==> config.mk <==
export PLATFORM = sky130hd
export DESIGN_NAME = pc_predict_unit_flat
export DESIGN_NICKNAME = d
export VERILOG_FILES = /design/src/rtl/pc_predict_if.sv /design/src/rtl/pc_predict_unit.sv /design/src/flat_wrapper.sv
export SDC_FILE = /design/constraint.sdc
export NUM_CORES = 1
export LEC_CHECK = 0
export BUFFER_PORTS_ARGS = -buffer_cell sky130_fd_sc_hd__buf_2
export CAP_MARGIN = 20
export CORE_AREA = 2 2 157 159
export CTS_CLUSTER_DIAMETER = 120
export DETAILED_ROUTE_END_ITERATION = 16
export DIE_AREA = 0 0 159 161
export PLACE_DENSITY = 0.85
export SYNTH_ARGS = -nofsm -noshare
export SYNTH_HDL_FRONTEND = slang
export SYNTH_SLANG_ARGS = --single-unit
export TNS_END_PERCENT = 1
==> constraint.sdc <==
create_clock -name clk -period 8.1 [get_ports clk]
set_input_delay 0.405 -clock clk [delete_from_list [all_inputs] [get_ports clk]]
set_output_delay 0.405 -clock clk [all_outputs]
set_load 0.05 [all_outputs]
==> src/rtl/pc_predict_if.sv <==
// pc_predict_if
//    Bundles the front-end signals exchanged between the PC/prediction unit
//    and the fetch, decode and execute stages.
//    slave  : the pc_predict_unit side (consumes stage inputs, drives pc,
//             prediction, flush/kill and performance counters)
//    master : the pipeline/environment side
//    Signals:
//       stall                  hold the fetch PC
//       pc                     current fetch PC
//       dec_valid/kind/pc/pcimm  decode-stage instruction for prediction
//       pred_taken             combinational decode prediction
//       ex_valid/kind/flag/pc/pcimm/pcjalr/pred_taken  execute resolution
//       flush                  kill fetch + decode (execute redirect)
//       dec_kill               kill fetch only (decode redirect)
//       br_count, mp_count     saturating branch / mispredict counters
interface pc_predict_if #(
   parameter int XLEN  = 32,
   parameter int CNT_W = 32
);
   logic             stall;
   logic [XLEN-1:0]  pc;

   logic             dec_valid;
   logic [1:0]       dec_kind;
   logic [XLEN-1:0]  dec_pc;
   logic [XLEN-1:0]  dec_pcimm;
   logic             pred_taken;

   logic             ex_valid;
   logic [1:0]       ex_kind;
   logic             ex_flag;
   logic [XLEN-1:0]  ex_pc;
   logic [XLEN-1:0]  ex_pcimm;
   logic [XLEN-1:0]  ex_pcjalr;
   logic             ex_pred_taken;

   logic             flush;
   logic             dec_kill;
   logic [CNT_W-1:0] br_count;
   logic [CNT_W-1:0] mp_count;

   modport master (
      output stall,
      output dec_valid, dec_kind, dec_pc, dec_pcimm,
      output ex_valid, ex_kind, ex_flag, ex_pc, ex_pcimm, ex_pcjalr, ex_pred_taken,
      input  pc, pred_taken, flush, dec_kill, br_count, mp_count
   );

   modport slave (
      input  stall,
      input  dec_valid, dec_kind, dec_pc, dec_pcimm,
      input  ex_valid, ex_kind, ex_flag, ex_pc, ex_pcimm, ex_pcjalr, ex_pred_taken,
      output pc, pred_taken, flush, dec_kill, br_count, mp_count
   );
endinterface

==> src/rtl/pc_predict_unit.sv <==
// pc_predict_unit
//    Fetch PC register with a 2-bit saturating-counter branch history table.
//    Decode asks for a zero-latency prediction; execute resolves branches,
//    trains the table and redirects fetch on a mispredict or JALR.
//    Ports:
//       clk   clock
//       rstn  synchronous active-low reset
//       bus   pc_predict_if.slave (stage inputs, pc, prediction, flush,
//             dec_kill, br_count, mp_count)
module pc_predict_unit #(
   parameter int              XLEN     = 32,
   parameter int              BHT_BITS = 6,
   parameter logic [XLEN-1:0] RESET_PC = '0,
   parameter int              CNT_W    = 32
) (
   input  logic          clk,
   input  logic          rstn,
   pc_predict_if.slave   bus
);
   localparam int BHT_N = 1 << BHT_BITS;

   typedef enum logic [1:0] {
      KIND_SEQ  = 2'b00,
      KIND_BR   = 2'b01,
      KIND_JAL  = 2'b10,
      KIND_JALR = 2'b11
   } kind_e;

   logic [XLEN-1:0]     pc_q, pc_d;
   logic [1:0]          bht_q [BHT_N];
   logic [1:0]          bht_d [BHT_N];
   logic [CNT_W-1:0]    br_count_q, br_count_d;
   logic [CNT_W-1:0]    mp_count_q, mp_count_d;

   logic [BHT_BITS-1:0] dec_idx;
   logic [BHT_BITS-1:0] ex_idx;
   logic                pred_taken;
   logic                ex_is_br;
   logic                mispredict;
   logic                flush;
   logic [XLEN-1:0]     target;

   // Word-aligned PCs: drop the two byte-offset bits before indexing.
   assign dec_idx = bus.dec_pc[BHT_BITS+1:2];
   assign ex_idx  = bus.ex_pc[BHT_BITS+1:2];

   always_comb begin
      pred_taken = bus.dec_valid &
                   (((bus.dec_kind == KIND_BR) & bht_q[dec_idx][1]) |
                    (bus.dec_kind == KIND_JAL));

      ex_is_br   = bus.ex_valid & (bus.ex_kind == KIND_BR);
      mispredict = bus.ex_flag != bus.ex_pred_taken;
      flush      = bus.ex_valid &
                   (((bus.ex_kind == KIND_BR) & mispredict) |
                    (bus.ex_kind == KIND_JALR));

      if (bus.ex_kind == KIND_JALR) begin
         target = {bus.ex_pcjalr[XLEN-1:1], 1'b0};
      end else if (bus.ex_flag) begin
         target = bus.ex_pcimm;
      end else begin
         target = bus.ex_pc + XLEN'(4);
      end
   end

   // Next PC: execute redirect beats stall; stall beats decode redirect.
   always_comb begin
      pc_d = pc_q + XLEN'(4);
      if (flush) begin
         pc_d = target;
      end else if (bus.stall) begin
         pc_d = pc_q;
      end else if (pred_taken) begin
         pc_d = bus.dec_pcimm;
      end
   end

   // BHT training is independent of stall; decode sees the pre-update value
   // in the same cycle because the write only lands at the clock edge.
   always_comb begin
      for (int i = 0; i < BHT_N; i++) begin
         bht_d[i] = bht_q[i];
      end
      if (ex_is_br) begin
         if (bus.ex_flag) begin
            if (bht_q[ex_idx] != 2'b11) begin
               bht_d[ex_idx] = bht_q[ex_idx] + 2'd1;
            end
         end else begin
            if (bht_q[ex_idx] != 2'b00) begin
               bht_d[ex_idx] = bht_q[ex_idx] - 2'd1;
            end
         end
      end
   end

   // Counters stick at all-ones rather than wrapping.
   always_comb begin
      br_count_d = br_count_q;
      mp_count_d = mp_count_q;
      if (ex_is_br && (br_count_q != '1)) begin
         br_count_d = br_count_q + CNT_W'(1);
      end
      if (ex_is_br && mispredict && (mp_count_q != '1)) begin
         mp_count_d = mp_count_q + CNT_W'(1);
      end
   end

   always_ff @(posedge clk) begin
      if (!rstn) begin
         pc_q       <= RESET_PC;
         br_count_q <= '0;
         mp_count_q <= '0;
         for (int i = 0; i < BHT_N; i++) begin
            bht_q[i] <= 2'b01;
         end
      end else begin
         pc_q       <= pc_d;
         br_count_q <= br_count_d;
         mp_count_q <= mp_count_d;
         for (int i = 0; i < BHT_N; i++) begin
            bht_q[i] <= bht_d[i];
         end
      end
   end

   assign bus.pc         = pc_q;
   assign bus.pred_taken = pred_taken;
   assign bus.flush      = flush;
   assign bus.dec_kill   = pred_taken & ~bus.stall & ~flush;
   assign bus.br_count   = br_count_q;
   assign bus.mp_count   = mp_count_q;
endmodule
==> src/flat_wrapper.sv <==
// flat-port wrapper written by rule: the top's interface ports become plain ports
module pc_predict_unit_flat 
#(
   parameter int              XLEN     = 32,
   parameter int              BHT_BITS = 6,
   parameter logic [XLEN-1:0] RESET_PC = '0,
   parameter int              CNT_W    = 32
)
  (clk, rstn, bus_stall, bus_dec_valid, bus_dec_kind, bus_dec_pc, bus_dec_pcimm, bus_ex_valid, bus_ex_kind, bus_ex_flag, bus_ex_pc, bus_ex_pcimm, bus_ex_pcjalr, bus_ex_pred_taken, bus_pc, bus_pred_taken, bus_flush, bus_dec_kill, bus_br_count, bus_mp_count);
  pc_predict_if #(.XLEN(XLEN), .CNT_W(CNT_W)) bus_i ();
  input  logic clk;
  input  logic rstn;
  input wire logic [$bits(bus_i.stall)-1:0] bus_stall;
  input wire logic [$bits(bus_i.dec_valid)-1:0] bus_dec_valid;
  input wire logic [$bits(bus_i.dec_kind)-1:0] bus_dec_kind;
  input wire logic [$bits(bus_i.dec_pc)-1:0] bus_dec_pc;
  input wire logic [$bits(bus_i.dec_pcimm)-1:0] bus_dec_pcimm;
  input wire logic [$bits(bus_i.ex_valid)-1:0] bus_ex_valid;
  input wire logic [$bits(bus_i.ex_kind)-1:0] bus_ex_kind;
  input wire logic [$bits(bus_i.ex_flag)-1:0] bus_ex_flag;
  input wire logic [$bits(bus_i.ex_pc)-1:0] bus_ex_pc;
  input wire logic [$bits(bus_i.ex_pcimm)-1:0] bus_ex_pcimm;
  input wire logic [$bits(bus_i.ex_pcjalr)-1:0] bus_ex_pcjalr;
  input wire logic [$bits(bus_i.ex_pred_taken)-1:0] bus_ex_pred_taken;
  output wire logic [$bits(bus_i.pc)-1:0] bus_pc;
  output wire logic [$bits(bus_i.pred_taken)-1:0] bus_pred_taken;
  output wire logic [$bits(bus_i.flush)-1:0] bus_flush;
  output wire logic [$bits(bus_i.dec_kill)-1:0] bus_dec_kill;
  output wire logic [$bits(bus_i.br_count)-1:0] bus_br_count;
  output wire logic [$bits(bus_i.mp_count)-1:0] bus_mp_count;
  assign bus_i.stall = bus_stall;
  assign bus_i.dec_valid = bus_dec_valid;
  assign bus_i.dec_kind = bus_dec_kind;
  assign bus_i.dec_pc = bus_dec_pc;
  assign bus_i.dec_pcimm = bus_dec_pcimm;
  assign bus_i.ex_valid = bus_ex_valid;
  assign bus_i.ex_kind = bus_ex_kind;
  assign bus_i.ex_flag = bus_ex_flag;
  assign bus_i.ex_pc = bus_ex_pc;
  assign bus_i.ex_pcimm = bus_ex_pcimm;
  assign bus_i.ex_pcjalr = bus_ex_pcjalr;
  assign bus_i.ex_pred_taken = bus_ex_pred_taken;
  assign bus_pc = bus_i.pc;
  assign bus_pred_taken = bus_i.pred_taken;
  assign bus_flush = bus_i.flush;
  assign bus_dec_kill = bus_i.dec_kill;
  assign bus_br_count = bus_i.br_count;
  assign bus_mp_count = bus_i.mp_count;
  pc_predict_unit #(.XLEN(XLEN), .BHT_BITS(BHT_BITS), .RESET_PC(RESET_PC), .CNT_W(CNT_W)) u_core (.clk(clk), .rstn(rstn), .bus(bus_i));
endmodule
==> qor.csv, run 1 <==
stage,metric,value,unit
outcome,outcome,"finished, final reports clean",
setup_path,worstPathArrival,5.45,ns
synthesis,async_flop_share,0,%
sta,min_period_over_period,61.8,%
sta,hold_violations,0,
placement,pre_cts_ws,2.66,ns
sta,finClkSkew,0.0180,ns
detailed_routing,vias,13700,
power,power.density,178,nW/um^2
die,row_count,57,
detailed_routing,finalWirelength,45500,um
sta,timing.final.ws_setup,3.09,ns
run,cap_viol_max_count,0,
synthesis,synth_fp_nets,1747,
synthesis,netlist_area,13000,um^2
die,core_area,24000,um^2
synthesis,yosysTopAreaCell,dfxtp_1,
worst_hold_path,min_path_type,in -> reg,
power,ir_worst_vdd,0.156,mV
detailed_routing,ant_nets,0,
setup_path,r2r-end,u_core.bht_q[21][1],
layout,nets,1921,
layout,final_core_util,63.0,%
placement,placement.io_buffers,242,
synthesis,synth_warnings,0,
synthesis,ys_seq_area_share,34.6,%
synthesis,synth_edf_count,0,
cts,cts_sinks,224,
setup_path,rrSetupSlack,3.48,ns
detailed_routing,via_per_inst,6.55,
layout,synthToLayoutAreaGrowth,16.5,%
grt,grt_pass1_vias,12800,
cts,cts_buffers,25,
setup_path,cp-start-kind,input port,
cts,post_cts_buffers,0,
synthesis,synthTopCellsByArea,"dfxtp_1 (35%), nand2_1 (6.6%), mux2i_1 (6.5%), o211ai_2 (4.7%), nor2_1 (3.9%)",
cts,clkLatencyLatePin,0.53,ns
die,fp.dieW,159,um
sta,layout_min_cycle_time,5.01,ns
power,leakage,6.57,nW
setup_path,rr_worst_depth,10,
grt,antenna_found_initial,6,
cts,tritoncts,yes,
detailed_routing,drc,0,
setup_path,endpoint_kind,flip-flop,
cts,cts_buffer_depth,3,
die,start_util,54.1,%
detailed_routing,drt_pass1_iterations,6,
synthesis,synth_cell_types,78,
synthesis,synth_top_area_share,34.6,%
grt,grt-ovfl-total,0,
grt,grt_max_degree,73,
synthesis,synth_common_cells,"nand2_1 (227), dfxtp_1 (224), nor2_1 (133), clkbuf_1 (93), mux2i_1 (84)",
placement,gp_congestion,0.983,
synthesis,ys_dominant_reg_cell,dfxtp_1,
synthesis,syn_avg_cell_area,8.25,um^2
cts,clk_pin_slew,0.06,ns
sta,setup_viol,0,
detailed_routing,routedWlPerCell,21.8,um
sta,fmax,200,MHz
sta,maxSlewViolCount,0,
layout,n_fill_cell,2040,
setup_path,worstSetupPathType,in -> reg,
cts,cts_hold_buffers,0,
setup_path,critPathMaxFanout,40,
sta,fin_setup_tns,0,ns
setup_path,crit_start,bus_ex_pc[4],
die,dieArea,25600,um^2
synthesis,yosys_register_bits,224,
cts,ctsHtreeMaxLevel,1,
layout,drive_above_1_share,21.9,%
placement,dpl-instance-area,14300,um^2
cts,cts_resized,0,
synthesis,synth.most_common_cell,nand2_1,
die,die_h,161,um
sta,max_slew.worst_pin.slew,1.16,ns
detailed_routing,drtIter0Drc,1708,
sta,rsz0062_at_grt,no,
grt,grt_pass1_wl,70800,um
placement,dpl.hpwl,31200,um
setup_path,cp_data_required_time,8.54,ns
setup_path,setup.worst_path.end,u_core.bht_q[21][1],
layout,postLayoutCellArea,15100,um^2
die,pin_count,270,
grt,track_usage,34.0,%
cts,cts-root-buf,clkbuf_16,
sta,relSlewSlack,22.0,%
synthesis,netlist_instances,1570,
-- placed cells by master (no fill, tap or decap), drive strengths merged, types with 6 or more instances in the layout --
cell type	instances
buf	260
a22oi	57
clkinv	6
nand2	227
o31ai	11
or3	19
mux2i	84
inv	24
ha	6
a21oi	72
a22o	10
o211ai	65
xor2	38
a31oi	13
or4	8
clkbuf	36
and4	11
and3	35
xnor2	26
nor2	134
nand2b	11
nor4	20
o21ai	70
o32ai	6
nor3	33
nand3	80
mux4	16
dfxtp	224
nor3b	8
nand4	51
and2	11
-- worst max-delay path: stages --
cell and delay, ns:
buf_2 0.29, and3b_1 0.53, a2111oi_0 0.62, nand3_1 0.17, a22o_1 0.26, nor4_4 0.94
ha_1 0.41, xnor2_2 0.90, buf_4 0.57, nand3_1 0.15, a21oi_1 0.16
-- where the power goes --
part | total [W] | switching (W) | internal [W]
Clock | 0.00115 | 0.000467 | 0.000679
Sequential | 0.00114 | 0.0000204 | 0.00112
Combinational | 0.000404 | 0.000291 | 0.000113
-- per-layer routing --
| layer | GRT usage [%] | share of wire (%) | vias to the layer above |
|---|---|---|---|
| met2 | 54.8 | 45 | 900 |
| met3 | 6.11 | 10 | 203 |
| li1 | - | - | 6155 |
| met5 | 0 | 0.035 | - |
| met4 | 22.5 | 7.3 | 2 |
| met1 | 42.0 | 37 | 6446 |
-- kinds of logic after synthesis --
kind of cell | count (synthesis) | share of synthesized area (%)
flops | 224 | 34.6
mux | 102 | 9.45
simple gates | 675 | 25.7
compound gates | 363 | 21.0
buf+inv | 136 | 4.38
fa+ha+maj | 6 | 0.580
xor+xnor | 64 | 4.33
-- through the flow --
step / total power [W] / std cells / hold WS, ns
5_1_grt: 0.00276 / 2090 / 0.140
4_1_cts: 0.00268 / 2086 / 0.131
3_5_place_dp: 0.00155 / 2041 / 0.456
2_1_floorplan: 0.00142 / 1570 / 0.439
6_report: 0.00269 / 2091 / 0.138
3_3_place_gp: 0.00155 / 2041 / 0.451
-- area by class of cell --
| type | instances | area, um^2 | share of cell area, % |
|---|---|---|---|
| multi-input combinational | 1210 | 7930 | 52.6 |
| clock inverter | 9 | 106 | 0.705 |
| sequential | 224 | 4480 | 29.7 |
| clock buffer | 36 | 717 | 4.75 |
| tap | 324 | 405 | 2.69 |
| antenna | 5 | 12.5 | 0.0829 |
| inverter | 23 | 87.6 | 0.580 |
| timing repair buffer | 260 | 1350 | 8.93 |
-- worst min-delay path by stage --
stage                 startpoint           endpoint  cells past startpoint
6_report       bus_dec_pcimm[15]  u_core.bus.pc[15]                      2
5_1_grt        bus_dec_pcimm[15]  u_core.bus.pc[15]                      2
4_1_cts        bus_dec_pcimm[15]  u_core.bus.pc[15]                      2
3_5_place_dp           flip-flop          flip-flop                      2
3_3_place_gp           flip-flop          flip-flop                      2
2_1_floorplan          flip-flop          flip-flop                      2
Note: power is estimated with default switching activity, not from simulation.
==> inputs of run 2 (changes only) <==
==> constraint.sdc (replaced) <==
create_clock -name clk -period 4.9 [get_ports clk]
set_input_delay 0.245 -clock clk [delete_from_list [all_inputs] [get_ports clk]]
set_output_delay 0.245 -clock clk [all_outputs]
set_load 0.05 [all_outputs]
==> run 2 against run 1 <==
Critical path depth rose by 1. Power rose by 64%. Core utilization rose by 0.39 points. Global-route usage rose by 0.30 points. Non-clock buffer count increased by 16. Clock power increased by 61%. Worst hold slack worse by 0.13 ns. Cell count is 0.72% higher. Register-to-register slack worse by 2.6 ns. Highest routed layer is now met4.
==> qor.csv, run 2 (synthesized netlist as in run 1, its figures left out) <==
stage,metric,value,unit
cts,cts_resized,0,
power,p_sw_share,29.0,%
grt,global_route.usage.met1,41.9,%
sta,fin_setup_tns,0,ns
sta,relSlewSlack,32.1,%
placement,gp_congestion,0.965,
grt,antenna_found_initial,5,
cts,cts_buffers,25,
grt,use_met2,56.3,%
power,internal-power,0.00313,W
cts,clkLatencyLatePin,0.53,ns
detailed_routing,via_per_inst,6.55,
grt,grt_max_degree,70,
die,die_h,161,um
placement,dpl.hpwl,31700,um
layout,nets,1937,
layout,drive_above_1_share,22.4,%
cts,clk_pin_slew,0.06,ns
layout,most-common-layout-cells,"buf_2 (241), nand2_1 (227), dfxtp_1 (224), nor2_1 (133), mux2i_1 (84)",
power,power.density,290,nW/um^2
layout,final_common_cell,buf_2,
die,core_area,24000,um^2
cts,cts-root-buf,clkbuf_16,
worst_hold_path,min_to,u_core.bus.pc[9],
power,pwr-share-comb,15.4,%
cts,tritoncts,yes,
setup_path,endpoint_kind,flip-flop,
setup_path,critPathMaxFanout,10,
die,fp.dieW,159,um
detailed_routing,drtIter0Drc,1772,
cts,ctsHtreeMaxLevel,1,
setup_path,cp-start-kind,flip-flop,
detailed_routing,finalWirelength,45900,um
power,ir_worst_vdd,0.207,mV
sta,max_slew.worst_pin.slew,1.02,ns
placement,placement.io_buffers,242,
detailed_routing,drc,0,
sta,timing.final.ws_setup,0.847,ns
die,dieArea,25600,um^2
die,start_util,54.1,%
detailed_routing,routedWlPerCell,21.8,um
sta,maxSlewViolCount,0,
sta,rsz0062_at_grt,no,
grt,top_usage_layer,met2,
setup_path,rr_worst_depth,12,
detailed_routing,ant_nets,0,
sta,hold_violations,0,
die,pin_count,270,
outcome,outcome,"finished, final reports clean",
placement,pre_cts_ws,0.466,ns
detailed_routing,drt_pass1_iterations,8,
worst_hold_path,hold_path_depth,2,
cts,cts_buffer_depth,3,
sta,setup_viol,0,
cts,cts_sinks,224,
sta,layout_min_cycle_time,4.05,ns
grt,grtUsageMet3,6.68,%
setup_path,cp_data_required_time,5.28,ns
setup_path,worstSetupPathType,reg -> reg,
layout,final_core_util,63.4,%
sta,fmax,247,MHz
detailed_routing,vias,13800,
sta,fin_hold_ws,0.00888,ns
worst_hold_path,min_path_type,in -> reg,
grt,grt-ovfl-total,0,
grt,grt_pass1_vias,13000,
sta,finClkSkew,0.0165,ns
die,row_count,57,
setup_path,worstPathArrival,4.44,ns
power,seqPwrFrac,42.7,%
power,switchingPower,0.00128,W
run,cap_viol_max_count,0,
setup_path,rrSetupSlack,0.85,ns
worst_hold_path,min_from,bus_dec_pcimm[9],
layout,synthToLayoutAreaGrowth,17.3,%
sta,min_period_over_period,82.7,%
power,clkPwrFrac,42.0,%
grt,grt_pass1_wl,71300,um
grt,track_usage,34.3,%
power,leakage,6.63,nW
==> run 2: cell type report <==
cell class,instances,area (um^2)
fill,2079,8770
antenna,5,12.5
clock buffer,36,697
sequential,224,4480
clock inverter,8,97.6
inverter,23,87.6
tap,324,405
multi-input combinational,1210,7930
timing repair buffer,276,1470
==> run 2: critical path, cell delays in order, from the launching register on <==
cell and delay (ns):
dfxtp_1 0.32, and4b_1 0.21, a2111o_1 0.38, o31a_1 0.33, a21o_1 0.19, nor4_4 0.53, inv_2 0.09, ha_1 0.22
mux2i_1 0.42, and3_1 0.70, nand2_1 0.28, nand2_1 0.16, o211ai_2 0.09
==> run 2: worst max-delay path by stage <==
stage	start	to	cells after the start
floorplan	bus_ex_pc[4]	flip-flop	17
detailed placement	bus_ex_pc[4]	flip-flop	14
global placement	bus_ex_pc[4]	u_core.bht_q[30][1]	14
finish	flip-flop	flip-flop	12
global route	bus_ex_pc[4]	u_core.bht_q[30][1]	13
CTS	flip-flop	flip-flop	12
==> run 2: routing by layer <==
layer  vias to the layer above  share of wire, %
met4                         0               6.2
met2                       935                46
met5                         -                 0
met1                      6504                37
met3                       177                11
li1                       6182                 -
==> run 2: timing repair <==
item,4_1_cts,5_1_grt
hold buffers,1,0
setup buffers,0,0
endpoints found under the hold margin,1,0
==> run 2: power groups by stage <==
| stage | Clock, W | Combinational [W] | Sequential [W] |
|---|---|---|---|
| after CTS | 0.00186 | 0.000659 | 0.00188 |
| after floorplan | 0 | 0.000352 | 0.00199 |
| final | 0.00185 | 0.000677 | 0.00188 |
| after global routing | 0.00193 | 0.000704 | 0.00188 |
| after global placement | 0 | 0.000649 | 0.00192 |
| after detailed placement | 0 | 0.000656 | 0.00192 |
==> run 2: through the flow <==
stage	std cells	area, um^2	total power, W
after floorplan	1570	13000	0.00234
after global routing	2105	15200	0.00452
final	2106	15200	0.00441
after CTS	2101	15200	0.00439
after global placement	2056	14400	0.00257
after detailed placement	2056	14400	0.00257
==> inputs of run 3 (changes only) <==
--- a/config.mk
+++ b/config.mk
@@ -7,11 +7,11 @@
 export LEC_CHECK = 0
 export BUFFER_PORTS_ARGS = -buffer_cell sky130_fd_sc_hd__buf_2
 export CAP_MARGIN = 20
-export CORE_AREA = 2 2 157 159
+export CORE_AREA = 2 2 164 166
 export CTS_CLUSTER_DIAMETER = 120
 export DETAILED_ROUTE_END_ITERATION = 16
-export DIE_AREA = 0 0 159 161
-export PLACE_DENSITY = 0.85
+export DIE_AREA = 0 0 166 168
+export PLACE_DENSITY = 0.82
 export SYNTH_ARGS = -nofsm -noshare
 export SYNTH_HDL_FRONTEND = slang
 export SYNTH_SLANG_ARGS = --single-unit
==> constraint.sdc (replaced) <==
create_clock -name clk -period 3.3 [get_ports clk]
set_input_delay 0.165 -clock clk [delete_from_list [all_inputs] [get_ports clk]]
set_output_delay 0.165 -clock clk [all_outputs]
set_load 0.05 [all_outputs]
==> run 3 against run 2 <==
Clock power is 55% higher. Count of clock-buffer cells in the layout is 1 higher. Sequential cell count stayed put. Combinational power is 65% higher. Clock skew is 0.0059 ns lower. Die area is 8.9% higher. Sequential power is 49% higher. Setup slack worse by 0.77 ns. Register-to-register slack worse by 0.77 ns. Power is 54% higher.
==> qor.csv, run 3 (synthesized netlist as in run 1, its figures left out) <==
stage,metric,value,unit
sta,rsz0062_at_grt,yes,
cts,cts-root-buf,clkbuf_16,
grt,antenna_found_initial,2,
setup_path,cp-start-kind,flip-flop,
cts,ctsHtreeMaxLevel,1,
setup_path,cpPeakStageDelay,0.40,ns
sta,relSlewSlack,28.2,%
setup_path,critPathMaxFanout,9,
detailed_routing,vias,14300,
cts,post_cts_buffers,0,
setup_path,path_cells,and4b_1 -> a2111o_1 -> o31a_1 -> a21o_1 -> nor4_4 -> buf_4 -> ha_1 -> mux2i_4 -> and3_2 -> buf_4 -> nand2_1 -> mux2i_1 -> nor2_1,
die,pin_count,270,
die,fp.dieW,166,um
power,power.density,417,nW/um^2
run,cap_viol_max_count,0,
placement,dpl.hpwl,35000,um
layout,most-common-layout-cells,"buf_2 (241), nand2_1 (224), dfxtp_1 (224), nor2_1 (133), buf_4 (109)",
grt,track_usage,33.7,%
die,core_area,26400,um^2
worst_hold_path,min_path_type,in -> reg,
sta,finClkSkew,0.0106,ns
layout,n_fill_cell,2282,
layout,synthToLayoutAreaGrowth,25.6,%
setup_path,cp_slowest_cell,a2111o_1,
cts,clk_pin_slew,0.06,ns
die,row_count,60,
detailed_routing,finalWirelength,48900,um
detailed_routing,drc,0,
die,start_util,49.2,%
setup_path,path_buf_inv,2,
detailed_routing,ant_nets,0,
layout,nets,2043,
layout,final_core_util,61.7,%
die,dieArea,27900,um^2
placement,gp_congestion,0.966,
sta,fmax,310,MHz
die,die_h,168,um
sta,fin_hold_ws,0.0126,ns
placement,dp.cells,2157,
sta,setup_viol,0,
layout,finalNonFillerCells,2226,
placement,dpl-instance-area,15200,um^2
grt,grt-ovfl-total,0,
cts,cts_sinks,224,
placement,placement.io_buffers,242,
power,ir_worst_vdd,0.393,mV
setup_path,endpoint_kind,flip-flop,
detailed_routing,drtIter0Drc,1723,
detailed_routing,routedWlPerCell,22.0,um
sta,layout_min_cycle_time,3.22,ns
outcome,outcome,"finished, final reports clean",
setup_path,path_common_cell,buf_4,
grt,grt_pass1_vias,13700,
setup_path,worstSetupPathType,reg -> reg,
layout,postLayoutCellArea,16300,um^2
setup_path,cp_data_required_time,3.67,ns
cts,cts_buffer_depth,3,
sta,min_period_over_period,97.7,%
grt,grt_max_degree,94,
grt,grt_pass1_wl,76200,um
cts,cts_buffers,25,
detailed_routing,drt_pass1_iterations,6,
sta,maxSlewViolCount,0,
cts,clkLatencyLatePin,0.53,ns
detailed_routing,via_per_inst,6.43,
sta,hold_violations,0,
power,leakage,7.19,nW
power,finalPower,0.00678,W
cts,tritoncts,yes,
sta,max_slew.worst_pin.slew,1.08,ns
setup_path,cp_top_family,compound AO/OA/AOI/OAI gates,
setup_path,worstPathArrival,3.60,ns
layout,drive_above_1_share,26.5,%
layout,final_common_cell,buf_2,
[run 3: cell count changes in the layout (fill, tap and decap cells not counted), moves of 2 or more]
cell           change
clkinv_2           -2
diode_2            -4
clkinvlp_4         +4
and3_2             +4
and3_1             -4
buf_4             +75
nand2_2            +3
clkbuf_8           +7
buf_12             +9
clkbuf_1           -6
nand2_1            -3
dlygate4sd3_1     +22
[run 3: routing by layer]
layer  part of all wire [%]  wire length (um)  GRT usage, %  vias to the layer above
met5                  0.037                18             0                        -
met4                    5.9              2900          18.8                        2
met3                     10              4900          5.45                      195
met2                     46             22700          56.1                      978
met1                     38             18400          41.9                     6735
li1                       -                 -             -                     6401
[run 3: worst paths after layout]
check,startpoint,endpoint,slack [ns],cells after the start
setup / recovery,flip-flop,u_core.bht_q[38][1],0.08,13
hold / removal,bus_dec_pcimm[28],u_core.bus.pc[28],0.01,3
setup reg to reg,flip-flop,u_core.bht_q[38][1],0.08,13
hold reg to reg,u_core.bht_q[21][1],u_core.bht_q[21][1],0.47,2
[run 3: worst reg2reg max path, cell delays in order (launching register included)]
cell and delay [ns]:
dfxtp_1 0.33, and4b_1 0.20, a2111o_1 0.40, o31a_1 0.34, a21o_1 0.19, nor4_4 0.22, buf_4 0.18, ha_1 0.18
mux2i_4 0.10, and3_2 0.30, buf_4 0.16, nand2_1 0.13, mux2i_1 0.27, nor2_1 0.06
[run 3: repair_timing]
item	4_1_cts	5_1_grt
gates resized for setup	0	5
hold buffers	23	0
hold endpoints to repair	21	0
setup endpoints to repair	0	19
[run 3: power breakdown]
| group | leakage, nW | internal (W) | total (W) | switching [W] |
|---|---|---|---|---|
| Sequential | 1.81 | 0.00274 | 0.00280 | 0.0000579 |
| Clock | 0.409 | 0.00169 | 0.00286 | 0.00117 |
| Combinational | 4.97 | 0.000369 | 0.00112 | 0.000746 |
[run 3: final cells by class]
class	count	area, um^2	share of cell area (%)
clock buffers	37	771	4.74
diodes	1	2.50	0.0154
multi-input cells	1210	7980	49.1
inverters	23	87.6	0.539
clock inverters	8	78.8	0.485
well taps	341	427	2.62
flip-flops and latches	224	4480	27.6
repair buffers	382	2430	15.0
[run 3: through the flow]
| stage | setup TNS (ns) | setup slack (ns) |
|---|---|---|
| 2_1_floorplan | 0 | 0.00114 |
| 3_3_place_gp | 0 | 0.0312 |
| 3_5_place_dp | -2.12 | -0.133 |
| 4_1_cts | 0 | 0.0755 |
| 5_1_grt | -0.0403 | -0.0261 |
| 6_report | 0 | 0.0760 |
